## config.mk

```make
export PLATFORM = sky130hd
export DESIGN_NAME = rb_accum_ctrl
export DESIGN_NICKNAME = d
export VERILOG_FILES = /design/src/rtl/rb_accum_pkg.sv /design/src/rtl/hyb_adder.sv /design/src/rtl/rb_accum_ctrl.sv
export SDC_FILE = /design/constraint.sdc
export NUM_CORES = 1
export LEC_CHECK = 0
export CAP_MARGIN = 20
export CORE_ASPECT_RATIO = 1.5
export CORE_UTILIZATION = 60
export CTS_BUF_LIST = sky130_fd_sc_hd__clkbuf_8
export CTS_CLUSTER_DIAMETER = 30
export DETAILED_ROUTE_END_ITERATION = 8
export PLACE_DENSITY = 0.85
export SLEW_MARGIN = 40
export SYNTH_ARGS = -nofsm -noshare
export SYNTH_HDL_FRONTEND = slang
export SYNTH_HIERARCHICAL = 1
export SYNTH_SLANG_ARGS = --single-unit
```

## constraint.sdc

```tcl
create_clock -name clk -period 3.3 [get_ports clk]
set_input_delay 0.99 -clock clk [delete_from_list [all_inputs] [get_ports clk]]
set_output_delay 0.99 -clock clk [all_outputs]
set_load 0.02 [all_outputs]
```

## src/rtl/rb_accum_pkg.sv

```systemverilog
// rtl/rb_accum_pkg.sv - shared types and defaults for the redundant-binary accumulator
package rb_accum_pkg;

    localparam int W_DEF     = 16;
    localparam int CNT_W_DEF = 8;

    typedef enum logic [1:0] {
        IDLE    = 2'd0,
        ACCUM   = 2'd1,
        CONVERT = 2'd2,
        DONE    = 2'd3
    } state_t;

endpackage

```

## src/rtl/hyb_adder.sv

```systemverilog
// rtl/hyb_adder.sv - carry-free hybrid adder: (sp - sn) = (xp - xn) + y mod 2^W
module hyb_adder #(
    parameter int W = 16
) (
    input  logic [W-1:0] i_xp,
    input  logic [W-1:0] i_xn,
    input  logic [W-1:0] i_y,
    output logic [W-1:0] o_sp,
    output logic [W-1:0] o_sn
);

    logic [W-2:0] w_c;

    // Per bit xp + y - xn = 2*c - s, so c shifted up is the positive
    // vector and s the negative one; no carry crosses a bit position.
    assign w_c  = (i_xp[W-2:0] & i_y[W-2:0])
                | (i_xp[W-2:0] & ~i_xn[W-2:0])
                | (i_y[W-2:0]  & ~i_xn[W-2:0]);
    assign o_sp = {w_c, 1'b0};
    assign o_sn = i_xp ^ i_y ^ i_xn;

endmodule

```

## src/rtl/rb_accum_ctrl.sv

```systemverilog
// rtl/rb_accum_ctrl.sv - streams operands through hyb_adder, converts the sum once per job
// Optional signed-overflow flag: OVF_FLAG_EN.
module rb_accum_ctrl
    import rb_accum_pkg::*;
#(
    parameter int W     = W_DEF,
    parameter int CNT_W = CNT_W_DEF
) (
    input  logic             clk,
    input  logic             rst_n,
    input  logic             start,
    input  logic [CNT_W-1:0] len,
    input  logic             in_valid,
    output logic             in_ready,
    input  logic [W-1:0]     in_data,
    output logic             out_valid,
    input  logic             out_ready,
    output logic [W-1:0]     out_data,
    output logic             busy,
    output logic             ovf
);

    state_t           r_state;
    state_t           w_state_nxt;
    logic [W-1:0]     r_acc_p;
    logic [W-1:0]     r_acc_n;
    logic [CNT_W-1:0] r_cnt;
    logic [W-1:0]     r_out_data;
    logic [W-1:0]     w_sum_p;
    logic [W-1:0]     w_sum_n;
    logic             w_in_hs;

    hyb_adder #(.W(W)) u_hyb_adder (
        .i_xp (r_acc_p),
        .i_xn (r_acc_n),
        .i_y  (in_data),
        .o_sp (w_sum_p),
        .o_sn (w_sum_n)
    );

    assign w_in_hs  = in_valid && in_ready;
    assign out_data = r_out_data;

    always_comb begin
        w_state_nxt = r_state;
        in_ready    = 1'b0;
        out_valid   = 1'b0;
        busy        = 1'b1;
        case (r_state)
            IDLE: begin
                busy = 1'b0;
                if (start) begin
                    w_state_nxt = (len == '0) ? CONVERT : ACCUM;
                end
            end
            ACCUM: begin
                in_ready = 1'b1;
                if (w_in_hs && (r_cnt == CNT_W'(1))) begin
                    w_state_nxt = CONVERT;
                end
            end
            CONVERT: begin
                w_state_nxt = DONE;
            end
            DONE: begin
                out_valid = 1'b1;
                if (out_ready) begin
                    w_state_nxt = IDLE;
                end
            end
            default: begin
                w_state_nxt = IDLE;
            end
        endcase
    end

    always_ff @(posedge clk or negedge rst_n) begin
        if (!rst_n) begin
            r_state    <= IDLE;
            r_acc_p    <= '0;
            r_acc_n    <= '0;
            r_cnt      <= '0;
            r_out_data <= '0;
        end else begin
            r_state <= w_state_nxt;
            case (r_state)
                IDLE: begin
                    if (start) begin
                        r_acc_p <= '0;
                        r_acc_n <= '0;
                        r_cnt   <= len;
                    end
                end
                ACCUM: begin
                    if (w_in_hs) begin
                        r_acc_p <= w_sum_p;
                        r_acc_n <= w_sum_n;
                        r_cnt   <= r_cnt - CNT_W'(1);
                    end
                end
                CONVERT: begin
                    r_out_data <= r_acc_p - r_acc_n;
                end
                default: ;
            endcase
        end
    end

`ifdef OVF_FLAG_EN
    logic [W+CNT_W-1:0] r_shadow;
    logic               r_ovf;
    logic [CNT_W:0]     w_shadow_hi;
    logic               w_out_of_range;

    // The exact sum fits in W signed bits only when every bit from W-1 up
    // is a copy of the sign.
    assign w_shadow_hi    = r_shadow[W+CNT_W-1:W-1];
    assign w_out_of_range = !((&w_shadow_hi) || (~|w_shadow_hi));
    assign ovf            = r_ovf;

    always_ff @(posedge clk or negedge rst_n) begin
        if (!rst_n) begin
            r_shadow <= '0;
            r_ovf    <= 1'b0;
        end else begin
            case (r_state)
                IDLE: begin
                    if (start) begin
                        r_shadow <= '0;
                    end
                end
                ACCUM: begin
                    if (w_in_hs) begin
                        r_shadow <= r_shadow + {{CNT_W{in_data[W-1]}}, in_data};
                    end
                end
                CONVERT: begin
                    r_ovf <= w_out_of_range;
                end
                default: ;
            endcase
        end
    end
`else
    assign ovf = 1'b0;
`endif

endmodule

```

==> flow_summary.rst, run 1 <==
.. list-table::
   :header-rows: 1

   * - Metric
     - Value
   * - Status
     - completed
   * - Number of standard cells in the layout, taps in and fillers out
     - 553
   * - Ratio of final minimum period to clock period
     - 0.830
   * - Required @ worst endpoint
     - 2310 ps
   * - Routed length on met2
     - ~4400 µm
   * - Post-route core utilization
     - 0.735
   * - Global Route Usage Sum
     - 0.279
   * - Synthesized flop and latch total
     - 58
   * - Worst Hold Path Cells
     - 2
   * - Post-route total power
     - roughly 0.0046 W
   * - Most frequent cell after synthesis
     - sky130_fd_sc_hd__inv_1
   * - Start point of the worst min-delay path
     - out_data[0]
   * - Number of antenna violations at the first check in global routing
     - 0
   * - Die Y
     - between 100 and 150 µm
   * - Clock share of power
     - 0.119
   * - RSZ-0062 raised after global routing
     - no
   * - Die area
     - roughly 7000 µm²
   * - Final sum of negative setup slack
     - 0 ps
   * - Worst Hold Path EP
     - out_data[0]
   * - Min Tclk post-route
     - ~2700 ps
   * - Antenna Diode Count
     - 0
   * - Synthesis warning total
     - 6
   * - CP max FO
     - 4
   * - Routed length per instance
     - about 15 µm
   * - Met3 wire length
     - roughly 320 µm
   * - Hold violation count in the final report
     - 0
   * - Setup violation total in the final timing report
     - 0
   * - Fill cell total of the finished layout
     - between 400 and 500
   * - Total number of clock tree sinks
     - 58
   * - Total DRC errors in the routed layout
     - 0
   * - Part of the power in registers
     - 0.262
   * - Setup Skew
     - around 7.7 ps
   * - Unique cell type count in the Yosys netlist
     - 60
   * - Startpoint Class
     - flip-flop
   * - Routed wire length
     - ~8400 µm
   * - Clock slew at the register clock pins of the worst setup and hold paths
     - around 60 ps
   * - Placed insts
     - approximately 540
   * - Number of primary I/O pins
     - between 40 and 50
   * - Sw frac
     - 0.468
   * - Number of nets in the layout
     - 542
   * - Metal1 wirelength
     - approximately 3500 µm
   * - Type of element capturing the critical path
     - output port
   * - Smallest hold slack
     - between 400 and 500 ps
   * - Hold_buf cts
     - 0
   * - Clock tree from TritonCTS
     - yes
   * - Logic pwr share
     - 0.619
   * - R2R Setup Slk
     - roughly 750 ps
   * - Largest cells by area after synthesis
     - sky130_fd_sc_hd__dfrtp_1 (37%), sky130_fd_sc_hd__fa_1 (8.2%), sky130_fd_sc_hd__ha_1 (7.0%)
   * - Number of vias in the routed layout
     - between 3,000 and 4,000
   * - Number of enable flip-flop cells after synthesis
     - 0
   * - Maximum buffer depth of the clock tree
     - 2
   * - Starting Density
     - 0.630
   * - Synthesized cell area
     - ~4000 µm²
   * - Number of port buffers
     - 47
   * - Total grt overflow
     - 0
   * - Worst setup path category
     - reg2out
   * - Site row count
     - 35
   * - Highest layer used for signal routing
     - met4
   * - Post-synthesis instance total
     - 431
   * - Switching power
     - between 0.002 and 0.0025 W
   * - Cell taking the most area after synthesis
     - sky130_fd_sc_hd__dfrtp_1
   * - Most frequent cells after synthesis
     - sky130_fd_sc_hd__inv_1 (60), sky130_fd_sc_hd__nand2_1 (59), sky130_fd_sc_hd__dfrtp_1 (58)
   * - Cell depth of the worst flop-to-flop path
     - 8
   * - Number of buffers inserted during clock tree synthesis
     - 9
   * - Most frequently used flop master after synthesis
     - sky130_fd_sc_hd__dfrtp_1
   * - Critical path arrival
     - ~1800 ps
   * - Yosys top cell area share
     - 0.370
   * - Pin slew with the least headroom to its limit
     - approximately 680 ps
   * - Global-route wire length before repair
     - between 10,000 and 15,000 µm
   * - Vias per cell
     - 5.76
   * - Worst relative slew slack
     - 0.545
   * - Layout cell share with drive strength beyond 1
     - 0.0814
   * - Async S/R FF share, synth
     - 1.00
   * - Total power divided by cell area
     - around 1000 nW/µm²
   * - Root Driver
     - sky130_fd_sc_hd__clkbuf_8
   * - Max-cap violations
     - 0
   * - Sequential fraction of the synthesis area
     - 0.370
   * - Placer Congestion
     - between 0.8 and 0.9
   * - HPWL Detailed
     - approximately 6200 µm
   * - Later-pin clock latency in the skew report
     - about 350 ps
   * - Via count of the first global-routing pass
     - about 3,100
   * - Max Transition Viols Final
     - 0
   * - Startpoint of the lowest-slack register-to-register path
     - r_acc_p[0]
   * - Iter 0 DRT Violations
     - about 280
   * - Number of post-CTS setup repair buffers
     - 0
   * - Nets in the synthesized netlist
     - 498
   * - Tightest Hold Check Type
     - reg2reg
   * - Largest net degree at the start of global routing
     - slightly below 60
   * - Initial DRT Pass Iterations
     - 4
   * - Mean cell area of the mapped netlist
     - around 9.1 µm²
   * - Cells resized by post-CTS repair
     - 0
   * - Horizontal extent of the die
     - a little under 70 µm
   * - H-tree depth reported by CTS
     - 3
   * - Max frequency
     - roughly 0.37 GHz
   * - Core ar.
     - slightly above 6000 µm²
   * - DRT antenna net count
     - 0
   * - Worst vdd ir
     - ~0.00083 V
   * - Leak Pwr
     - roughly 2.1 nW
   * - Worst r2r dst
     - out_data[14]
   * - Layout overhead on the synthesized area
     - 16.6%
   * - Cell-internal power
     - between 0.002 and 0.0025 W
power by group through the flow:
stage          sequential [W]  combinational [W]  clock [W]
6_report              0.00119            0.00282   0.000539
5_1_grt               0.00123            0.00312   0.000581
4_1_cts               0.00119            0.00281   0.000543
3_5_place_dp          0.00120            0.00278          0
3_3_place_gp          0.00118            0.00269          0
2_1_floorplan         0.00128            0.00198          0
metrics by stage:
stage                     area, µm²  setup WS (ps)
after CTS                      4570            566
after global routing           4570            517
after global placement         4420            679
final                          4570            561
after floorplan                3920           1180
after detailed placement       4420            602
worst max path at each step:
| stage | endpoint | cells past startpoint | start | slack, ps |
|---|---|---|---|---|
| floorplan | out_data[14] | 8 | r_acc_p[0] | 1180 |
| detailed placement | r_acc_n[14] | 6 | in_valid | 600 |
| global placement | r_acc_p[1] | 6 | in_valid | 680 |
| global route | in_ready | 3 | r_state[1] | 520 |
| finish | in_ready | 3 | r_state[1] | 560 |
| CTS | in_ready | 3 | r_state[1] | 570 |
routing by layer:
layer  vias up  global-route usage
met3        16              0.0373
li1       1550                   -
met4         0               0.135
met1      1546               0.347
met5         -                   0
met2        72               0.465
layout make-up:
class / instances / area, µm² / share of cell area
clock inverters: 6 / 27.5 / 0.00602
well taps: 74 / 92.6 / 0.0203
clock buffers: 9 / 124 / 0.0271
flip-flops and latches: 58 / 1450 / 0.318
repair buffers: 54 / 522 / 0.114
inverters: 60 / 225 / 0.0493
multi-input cells: 292 / 2130 / 0.466
logic make-up after synthesis:
logic type               share of synthesized area
AND/OR/NAND/NOR                              0.163
buffers and inverters                       0.0868
adder cells (fa/ha/maj)                      0.152
other                                      0.00192
multiplexers                                0.0236
AO/OA/AOI/OAI                                0.183
flip-flops                                   0.370
XOR/XNOR                                    0.0195
flip-flops by register name, indices dropped and copies added (netlist names):
signal    flops
out_data     16
r_acc_n      16
r_cnt         8
r_acc_p      16
r_state       2
cells in the final DEF (no fill, tap or decap), types with 3 or more instances in the layout:
cell	netlist	layout
sky130_fd_sc_hd__inv_1	60	62
sky130_fd_sc_hd__nand2_1	59	59
sky130_fd_sc_hd__dfrtp_1	58	58
sky130_fd_sc_hd__clkdlybuf4s50_1	0	46
sky130_fd_sc_hd__nand3_1	40	40
sky130_fd_sc_hd__o21ai_0	23	23
sky130_fd_sc_hd__ha_1	22	22
sky130_fd_sc_hd__a21oi_1	17	17
sky130_fd_sc_hd__fa_1	16	16
sky130_fd_sc_hd__nor2_1	10	10
sky130_fd_sc_hd__a21o_1	9	9
sky130_fd_sc_hd__clkbuf_8	0	9
sky130_fd_sc_hd__o21ai_1	7	7
sky130_fd_sc_hd__nand2b_1	6	6
sky130_fd_sc_hd__o211ai_1	6	6
sky130_fd_sc_hd__mux2_2	6	6
sky130_fd_sc_hd__buf_4	3	6
sky130_fd_sc_hd__a211oi_1	4	4
sky130_fd_sc_hd__or3_1	4	4
sky130_fd_sc_hd__clkinv_2	0	4
sky130_fd_sc_hd__o311ai_0	3	3
sky130_fd_sc_hd__o221ai_1	3	3
sky130_fd_sc_hd__o21a_1	3	3
sky130_fd_sc_hd__a31oi_1	3	3
sky130_fd_sc_hd__xor2_1	3	3
sky130_fd_sc_hd__xnor2_1	3	3
sky130_fd_sc_hd__nor3_1	3	3
sky130_fd_sc_hd__o22a_1	3	3
worst max-delay path, stage by stage, from the launching register on:
cell	delay [ps]
sky130_fd_sc_hd__dfrtp_1	410
sky130_fd_sc_hd__inv_1	120
sky130_fd_sc_hd__ha_1	240
sky130_fd_sc_hd__clkdlybuf4s50_1	630
Note: power is estimated with default switching activity, not from simulation.
==> inputs of run 2 (changes only) <==
Settings changed: CORE_UTILIZATION 60 to 52, PLACE_DENSITY 0.85 to 0.78.
Clock period 3.3 ns to 2.3 ns, I/O delays scaled along.
==> flow_summary.rst, run 2 (synthesized netlist as in run 1, its figures left out) <==
.. list-table::
   :header-rows: 1

   * - Metric
     - Value
   * - Status
     - completed
   * - Starting Density
     - 0.539
   * - Required @ worst endpoint
     - about 1600 ps
   * - CP max FO
     - 4
   * - Cell area after placement
     - between 4000 and 5000 µm²
   * - Number of buffers inserted during clock tree synthesis
     - 9
   * - Routed length per instance
     - ~14 µm
   * - Setup violation total in the final timing report
     - 0
   * - Number of antenna violations at the first check in global routing
     - 0
   * - Worst vdd ir
     - ~0.001 V
   * - Critical path arrival
     - around 1500 ps
   * - Buffers and inverters on the worst path
     - 2
   * - Placer Congestion
     - about 0.84
   * - Ratio of final minimum period to clock period
     - 0.954
   * - Die Y
     - 108 µm
   * - Type of element capturing the critical path
     - output port
   * - Total grt overflow
     - 0
   * - Iter 0 DRT Violations
     - 174
   * - Number of nets in the layout
     - 546
   * - Clock slew at the register clock pins of the worst setup and hold paths
     - ~70 ps
   * - Global-route wire length before repair
     - between 10,000 and 15,000 µm
   * - Vias per cell
     - ~5.4
   * - Final non-filler cell area
     - roughly 4700 µm²
   * - Area of combinational cells with multiple inputs
     - approximately 2100 µm²
   * - Family of cells with the greatest summed delay on the critical path
     - buffers and inverters
   * - Number of vias in the routed layout
     - 3,161
   * - Placed insts
     - roughly 570
   * - Worst slack at placement
     - between 100 and 150 ps
   * - Startpoint Class
     - flip-flop
   * - Cell breakdown of the critical path
     - inv_1 > ha_1 > dlygate4sd2_1
   * - Number of primary I/O pins
     - 49
   * - Max frequency
     - about 0.46 GHz
   * - Via count of the first global-routing pass
     - about 3,200
   * - Largest stage delay, worst path
     - approximately 410 ps
   * - Storage cell area
     - approximately 1500 µm²
   * - Layout overhead on the synthesized area
     - 19.9%
   * - Max-cap violations
     - 0
   * - Worst setup path category
     - reg2out
   * - Setup slack after layout
     - around 100 ps
   * - Leak Pwr
     - about 2.2 nW
   * - H-tree depth reported by CTS
     - 3
   * - Total power divided by cell area
     - 1440 nW/µm²
   * - Min Tclk post-route
     - 2200 ps
   * - Later-pin clock latency in the skew report
     - 350 ps
   * - Total DRC errors in the routed layout
     - 0
   * - Max Transition Viols Final
     - 0
   * - Commonest cells after routing, fill and taps aside
     - sky130_fd_sc_hd__inv_1 (63), sky130_fd_sc_hd__nand2_1 (59), sky130_fd_sc_hd__dfrtp_1 (58), sky130_fd_sc_hd__clkdlybuf4s50_1 (43), sky130_fd_sc_hd__nand3_1 (40)
   * - Horizontal extent of the die
     - roughly 73 µm
   * - Fill cell total of the finished layout
     - 600
   * - Clock tree from TritonCTS
     - yes
   * - Largest net degree at the start of global routing
     - 59
   * - Number of standard cells in the layout, taps in and fillers out
     - 584
   * - Global Route Usage Sum
     - 0.242
   * - Cell with the largest stage delay on the worst path
     - sky130_fd_sc_hd__dfrtp_1
   * - Antenna Diode Count
     - 0
   * - Die area
     - around 7900 µm²
   * - Maximum buffer depth of the clock tree
     - 2
   * - Site row count
     - 38
   * - Layout cell share with drive strength beyond 1
     - 0.0888
   * - Core ar.
     - 7270 µm²
   * - DRT antenna net count
     - 0
   * - Setup Skew
     - ~7.1 ps
   * - HPWL Detailed
     - 6320 µm
   * - Number of port buffers
     - 47
   * - Routed wire length
     - roughly 8400 µm
   * - Hold violation count in the final report
     - 0
   * - Hold_buf cts
     - 0
   * - Total number of clock tree sinks
     - between 50 and 60
   * - Root Driver
     - sky130_fd_sc_hd__clkbuf_8
   * - Tightest Hold Check Type
     - in2async
   * - Most common cell after layout, fill and taps aside
     - sky130_fd_sc_hd__inv_1
   * - Initial DRT Pass Iterations
     - 4
==> run 2: cell types whose count changed in the layout (fill, tap and decap cells not counted), sizes merged <==
cell and change:
clkinv -3, clkdlybuf4s50 -3, buf +4, dlygate4sd2 +2
dlymetal6s2s +1, bufinv +1, clkbuf +2, inv +1
==> run 2: layout make-up <==
class / count / share of cell area
timing repair buffer: 58 / 0.122
clock buffer: 11 / 0.0322
tap: 100 / 0.0266
inverter: 60 / 0.0479
multi-input combinational: 292 / 0.453
clock inverter: 5 / 0.00985
sequential: 58 / 0.309
==> run 2: final timing paths <==
| kind | start | to | slack (ps) | cells past startpoint |
|---|---|---|---|---|
| worst max-delay path | r_state[1] | in_ready | 100 | 3 |
| worst min-delay path | rst_n | r_cnt[6] | 330 | 2 |
| worst max register to register | r_acc_p[8] | out_data[15] | 130 | 6 |
| worst min register to register | out_data[6] | out_data[6] | 480 | 2 |
| max in group asynchronous | rst_n | out_data[12] | 1700 | 2 |
| min in group clk | out_data[6] | out_data[6] | 480 | 2 |
==> run 2: where the power goes <==
group | internal [W] | total (W) | switching [W]
sequential | 0.00142 | 0.00170 | 0.000288
clock | 0.000546 | 0.000966 | 0.000420
combinational | 0.00175 | 0.00410 | 0.00235
total | 0.00371 | 0.00677 | 0.00306
==> run 2: repair_timing <==
| item | 4_1_cts | 5_1_grt |
|---|---|---|
| cloned | 0 | 0 |
| buffers inserted | 0 | 1 |
| pin swaps | 0 | 0 |
| setup endpoints to repair | 2 | 4 |
| gates resized for setup | 2 | 1 |
==> run 2: worst reg2reg max path, cell delays in order (launching register included) <==
cell and delay, ps:
sky130_fd_sc_hd__dfrtp_1 440, sky130_fd_sc_hd__ha_1 420, sky130_fd_sc_hd__a21oi_2 240, sky130_fd_sc_hd__o21ai_0 230, sky130_fd_sc_hd__a221o_1 400, sky130_fd_sc_hd__o211ai_1 180, sky130_fd_sc_hd__o311ai_1 110
==> run 2: layer usage <==
layer,vias up,wire length [µm],track usage
li1,1560,-,-
met1,1506,3540,0.284
met2,77,4360,0.419
met3,18,263,0.0401
met4,0,243,0.127
met5,-,0,0
==> run 2: stage by stage <==
stage	TNS, ps	utilization	hold WS, ps	power [W]
2_1_floorplan	0	-	394	0.00468
3_3_place_gp	0	0.618	464	0.00567
3_5_place_dp	0	0.618	469	0.00582
4_1_cts	0	0.645	339	0.00679
5_1_grt	-1.46	0.646	369	0.00735
6_report	0	0.646	327	0.00677
==> variant 1 (settings of run 2) <==
Add a define of `OVF_FLAG_EN`.
--- a/src/rtl/rb_accum_ctrl.sv
+++ b/src/rtl/rb_accum_ctrl.sv
@@ -1,5 +1,7 @@
 // rtl/rb_accum_ctrl.sv - streams operands through hyb_adder, converts the sum once per job
 // Optional signed-overflow flag: OVF_FLAG_EN.
+`define OVF_FLAG_EN
+
 module rb_accum_ctrl
     import rb_accum_pkg::*;
 #(
Check against the original RTL: not equivalent (Yosys sat finds a counterexample within 10 cycles, from zero or initial values and one cycle with rst_n low).
==> variant 1 against run 2 <==
The flow now finishes with violations (setup timing); sequential cell count grew 25; power rose by 110%; cell area increased by 71%; worst setup slack got worse by 0.51 ns; area after synthesis is 47% higher; critical endpoint is now r_shadow[18]$_DFFE_PN0P_; clock power is 48% higher; via count up 73%; first-iteration DRC count is 82% higher; wire length rose by 97%; clock skew grew 0.0054 ns; combinational power increased by 150%; critical path type is now input port to register; fmax is 19% lower; final cell count grew 62%; sequential share of layout area is 5.1 points lower.
==> variant 1: results (changes against run 2) <==
[metrics] net switching share of the total power: 45.0% (-0.19 points)
[metrics] post-synthesis mux area share: 2.09% (-0.27 points)
[metrics] maximum number of pins on one net before global-route repair: 48 (-19%)
[metrics] final routed wirelength across all metal layers: 16600 um (+97%)
[metrics] adder-cell area share of the yosys netlist: 15.7% (+0.52 points)
[metrics] arrival time at the worst endpoint: 2.95 ns (+1.44 ns)
[metrics] net count of the mapped netlist: 739 (+48%)
[metrics] global routing met2 resource utilization: 56.7% (+15 points)
[metrics] violated checks: setup timing
[metrics] R2R depth: 9 (+3)
[metrics] Min Hold Slack: 0.203 ns (-0.124 ns)
[metrics] combinational share of power: 70.7% (+10 points)
[metrics] minimum setup slack after placement: -1.15 ns (-1.27 ns)
[metrics] met1 Usage GRT: 32.9% (+4.4 points)
[metrics] sequential cell area fraction in the yosys report: 36.1% (-0.90 points)
[metrics] mean post-synth cell area: 8.87 um2 (-2.4%)
[metrics] share of final-layout standard cells stronger than drive strength 1: 28.4% (+19 points)
[metrics] # setup viols final: 15 (+15)
[metrics] leak pwr: 3.75 nW (+70%)
[metrics] metal2 WL: 8930 um (+100%)
[metrics] outcome: finished with violations
[metrics] Synth top cells by count: nand2_1, dfrtp_1, inv_1
[metrics] routed metal-1 wire length: 6360 um (+80%)
[metrics] routed via count divided by cell count: 5.77 (+6.6%)
[metrics] post-synthesis xor/xnor area fraction: 4.53% (+2.6 points)
[metrics] wire length per cell: 17.5 um (+22%)
[metrics] clock transition time at the flip-flop clock pins of the worst setup and hold paths: 0.10 ns (+0.03 ns)
[metrics] endpoint type of the worst setup path: register
[metrics] final weighted congestion in routability-driven placement: 0.915 (+9.5%)
[metrics] Placed Cells: 908 (+60%)
[metrics] compound-gate portion of the synthesized area: 18.5% (+0.22 points)
[metrics] synth unique cells: 63 (+5.0%)
[metrics] Detail Route met3 WL: 662 um (+150%)
[metrics] setup TNS: -2.28 ns (-2.28 ns)
[metrics] final worst clock skew: 0.0125 ns (+0.00538 ns)
[metrics] vias in the first global route: 5688 (+80%)
[metrics] GR Layer Usage met3: 4.21% (+0.20 points)
[metrics] area of placed instances: 0.00711 mm2 (+58%)
[metrics] Worst Setup Slack, final: -0.402 ns (-0.506 ns)
[metrics] clock latency on the worst-skew pair: 0.37 ns (+0.02 ns)
[metrics] CP max FO: 3 (-1)
[metrics] critical register-to-register path startpoint: r_shadow[0]$_DFFE_PN0P_
-- variant 1: layout make-up --
| type | instances | area (um2) |
|---|---|---|
| Multi-Input combinational cell | 475 | 3860 |
| Fill cell | 679 | 2600 |
| Sequential cell | 83 | 2080 |
| Timing Repair Buffer | 166 | 1410 |
| Inverter | 64 | 240 |
| Tap cell | 144 | 180 |
| Clock buffer | 10 | 138 |
| Clock inverter | 6 | 136 |
-- variant 1: critical path: stages --
cell and delay [ns]:
buf_4 0.12, ha_4 0.16, fa_2 0.39, a21o_1 0.17, a21o_1 0.17, a211o_1 0.31, a211oi_2 0.29, nor3_1 0.08
or3_1 0.32, a32o_1 0.25
-- variant 1: timing repair --
| item | CTS | global route |
|---|---|---|
| gates resized for setup | 112 | 31 |
| buffers inserted | 21 | 12 |
| hold buffers | 0 | 0 |
| endpoints found under the setup margin | 26 | 28 |
| pin swaps | 55 | 42 |
| cloned | 0 | 0 |
==> variant 2 (config.mk and constraints of run 2) <==
Made on the original files. The 4 states of `state_t` get a Gray code encoding in 2 bits.
--- a/src/rtl/rb_accum_pkg.sv
+++ b/src/rtl/rb_accum_pkg.sv
@@ -5,10 +5,10 @@
     localparam int CNT_W_DEF = 8;
 
     typedef enum logic [1:0] {
-        IDLE    = 2'd0,
-        ACCUM   = 2'd1,
-        CONVERT = 2'd2,
-        DONE    = 2'd3
+        IDLE    = 2'b00,
+        ACCUM   = 2'b01,
+        CONVERT = 2'b11,
+        DONE    = 2'b10
     } state_t;
 
 endpackage
Behaviour: same outputs for any inputs over 4 cycles, from zero or initial values and one cycle with rst_n low; so few cycles prove little.
==> variant 2 against run 2 <==
Area after synthesis is 3.1% lower; cell area is 3.5% lower; wire length is 3.1% lower; power is 11% higher; clock power is 3.0% lower; final cell count is 4.5% lower; sequential power is 14% higher; count of clock-buffer cells in the layout is 3 higher; global-route usage is 0.21 points lower; via count is 0.79% higher; critical path depth is 5 higher; worst setup slack better by 0.071 ns; sequential cell count stayed put; critical path type is now register to register; largest cell class unchanged; largest power group unchanged.
==> variant 2: results (changes against run 2) <==
[metrics] final worst clock skew: 0.00428 ns (-0.00284 ns)
[metrics] setup slack of the worst register-to-register path: 0.18 ns (+0.05 ns)
[metrics] Synth warnings: 6 (unchanged)
[metrics] sequential cell area fraction in the yosys report: 38.2% (+1.2 points)
[metrics] largest stage delay on the critical path: 0.42 ns
[metrics] first-pass GRT wire length: 14000 um (-3.7%)
[metrics] post-route insts no fill: 558 (-4.5%)
[metrics] CP max FO: 4 (unchanged)
[metrics] crit path launch: r_acc_p[0]$_DFFE_PN0P_
[metrics] area of placed instances: 0.00433 mm2 (-3.6%)
[metrics] final weighted congestion in routability-driven placement: 0.843 (+0.85%)
[metrics] global routing met2 resource utilization: 39.0% (-2.9 points)
[metrics] Port Buffers: 47 (unchanged)
[metrics] largest voltage drop on the vdd net: 1.05 mV (+7.6%)
[metrics] R2R depth: 8 (+2)
[metrics] wire length per cell: 14.6 um (+1.4%)
[metrics] post_cts resized: 3 (+1)
[metrics] net count of the mapped netlist: 494 (-0.80%)
[metrics] main flop type after synthesis: dfrtp_1
[metrics] initial antenna violation count: 0 (unchanged)
[metrics] Min Hold Slack: 0.331 ns (+0.00366 ns)
[metrics] filler cell count: 581 (-3.2%)
[metrics] clock buffer depth: 2 (unchanged)
[metrics] root buffer cell: clkbuf_8
[metrics] Synth top cells by count: nand2_1, dfrtp_1, inv_1
[metrics] First DRT Iteration DRCs: 208 (+20%)
[metrics] GR Layer Usage met3: 5.55% (+1.5 points)
[metrics] leak pwr: 2.12 nW (-3.7%)
[metrics] met1 Usage GRT: 29.2% (+0.71 points)
[metrics] relative slew slack: 61.0%
[metrics] endpoint of the lowest-slack register-to-register path: out_data[10]$_DFFE_PN0P_
[metrics] synth unique cells: 59 (-1.7%)
[metrics] Num CTS Buffers: 9 (unchanged)
[metrics] GRT Util Overall: 24.0% (-0.21 points)
[metrics] share of final-layout standard cells stronger than drive strength 1: 7.71% (-1.2 points)
[metrics] arrival time at the worst endpoint: 2.36 ns (+0.85 ns)
[metrics] level count of the clock H-tree: 3 (unchanged)
[metrics] Placed Cells: 542 (-4.4%)
[metrics] outcome: finished, final reports clean
[metrics] Final Net Count: 537 (-1.6%)
[metrics] Synth area leaders: dfrtp_1, fa_1, nand2_1
[metrics] half-perimeter wire length of the detailed placement result: 5820 um (-7.9%)
[metrics] vias in the first global route: 3116 (-1.3%)
[metrics] cell class contributing the biggest share of worst-path delay: compound AO/OA/AOI/OAI gates
[metrics] count of vias placed by the detailed router: 3186 (+0.79%)
[metrics] CP max-delay cell: fa_1
[metrics] Gate Count Post-Synth: 432 (+0.23%)
==> variant 2: worst register-to-register path, cell delays in order, from the launching register on <==
cell and delay, ns:
dfrtp_1 0.39, inv_1 0.07, ha_1 0.22, fa_1 0.42
nor2b_2 0.19, o21bai_4 0.11, a211oi_1 0.25, o21ai_0 0.14
a31o_1 0.23
==> variant 2: kinds of logic (layout without fill, tap and decap cells) <==
logic type | Yosys count | in the layout | synth area share (%)
AND/OR/NAND/NOR | 156 | 156 | 19.4
AO/OA/AOI/OAI | 99 | 99 | 17.1
buffers and inverters | 74 | 122 | 8.30
flip-flops | 58 | 58 | 38.2
adder cells (fa/ha/maj) | 33 | 33 | 14.0
XOR/XNOR | 7 | 7 | 2.01
multiplexers | 3 | 3 | 0.790
other | 2 | 2 | 0.198
==> variant 2: report_power, final <==
| group | internal (mW) | switching, mW |
|---|---|---|
| registers | 1.53 | 0.404 |
| logic | 1.87 | 2.81 |
| clock network | 0.533 | 0.404 |
==> variant 2: how the worst max path moves through the flow <==
stage | to | cells past startpoint | slack (ns)
2_1_floorplan | out_data[10]$_DFFE_PN0P_ | 8 | 0.36
3_3_place_gp | r_acc_p[6]$_DFFE_PN0P_ | 6 | 0.24
3_5_place_dp | out_data[10]$_DFFE_PN0P_ | 8 | 0.18
4_1_cts | out_valid | 2 | 0.009
5_1_grt | out_data[10]$_DFFE_PN0P_ | 8 | 0.05
6_report | out_data[10]$_DFFE_PN0P_ | 8 | 0.18
==> variant 2: metal layers <==
layer | vias to the layer above | wire, um
li1 | 1546 | -
met1 | 1510 | 3390
met2 | 104 | 4080
met3 | 26 | 374
met4 | 0 | 298
met5 | - | 0
==> variant 2: cell type report <==
| class | instances | area, um2 | share of cell area, % |
|---|---|---|---|
| Clock buffer | 14 | 193 | 4.25 |
| Clock inverter | 2 | 8.76 | 0.193 |
| Inverter | 51 | 191 | 4.22 |
| Multi-Input combinational cell | 300 | 2040 | 45.0 |
| Sequential cell | 58 | 1450 | 32.0 |
| Tap cell | 78 | 97.6 | 2.15 |
| Timing Repair Buffer | 55 | 551 | 12.1 |
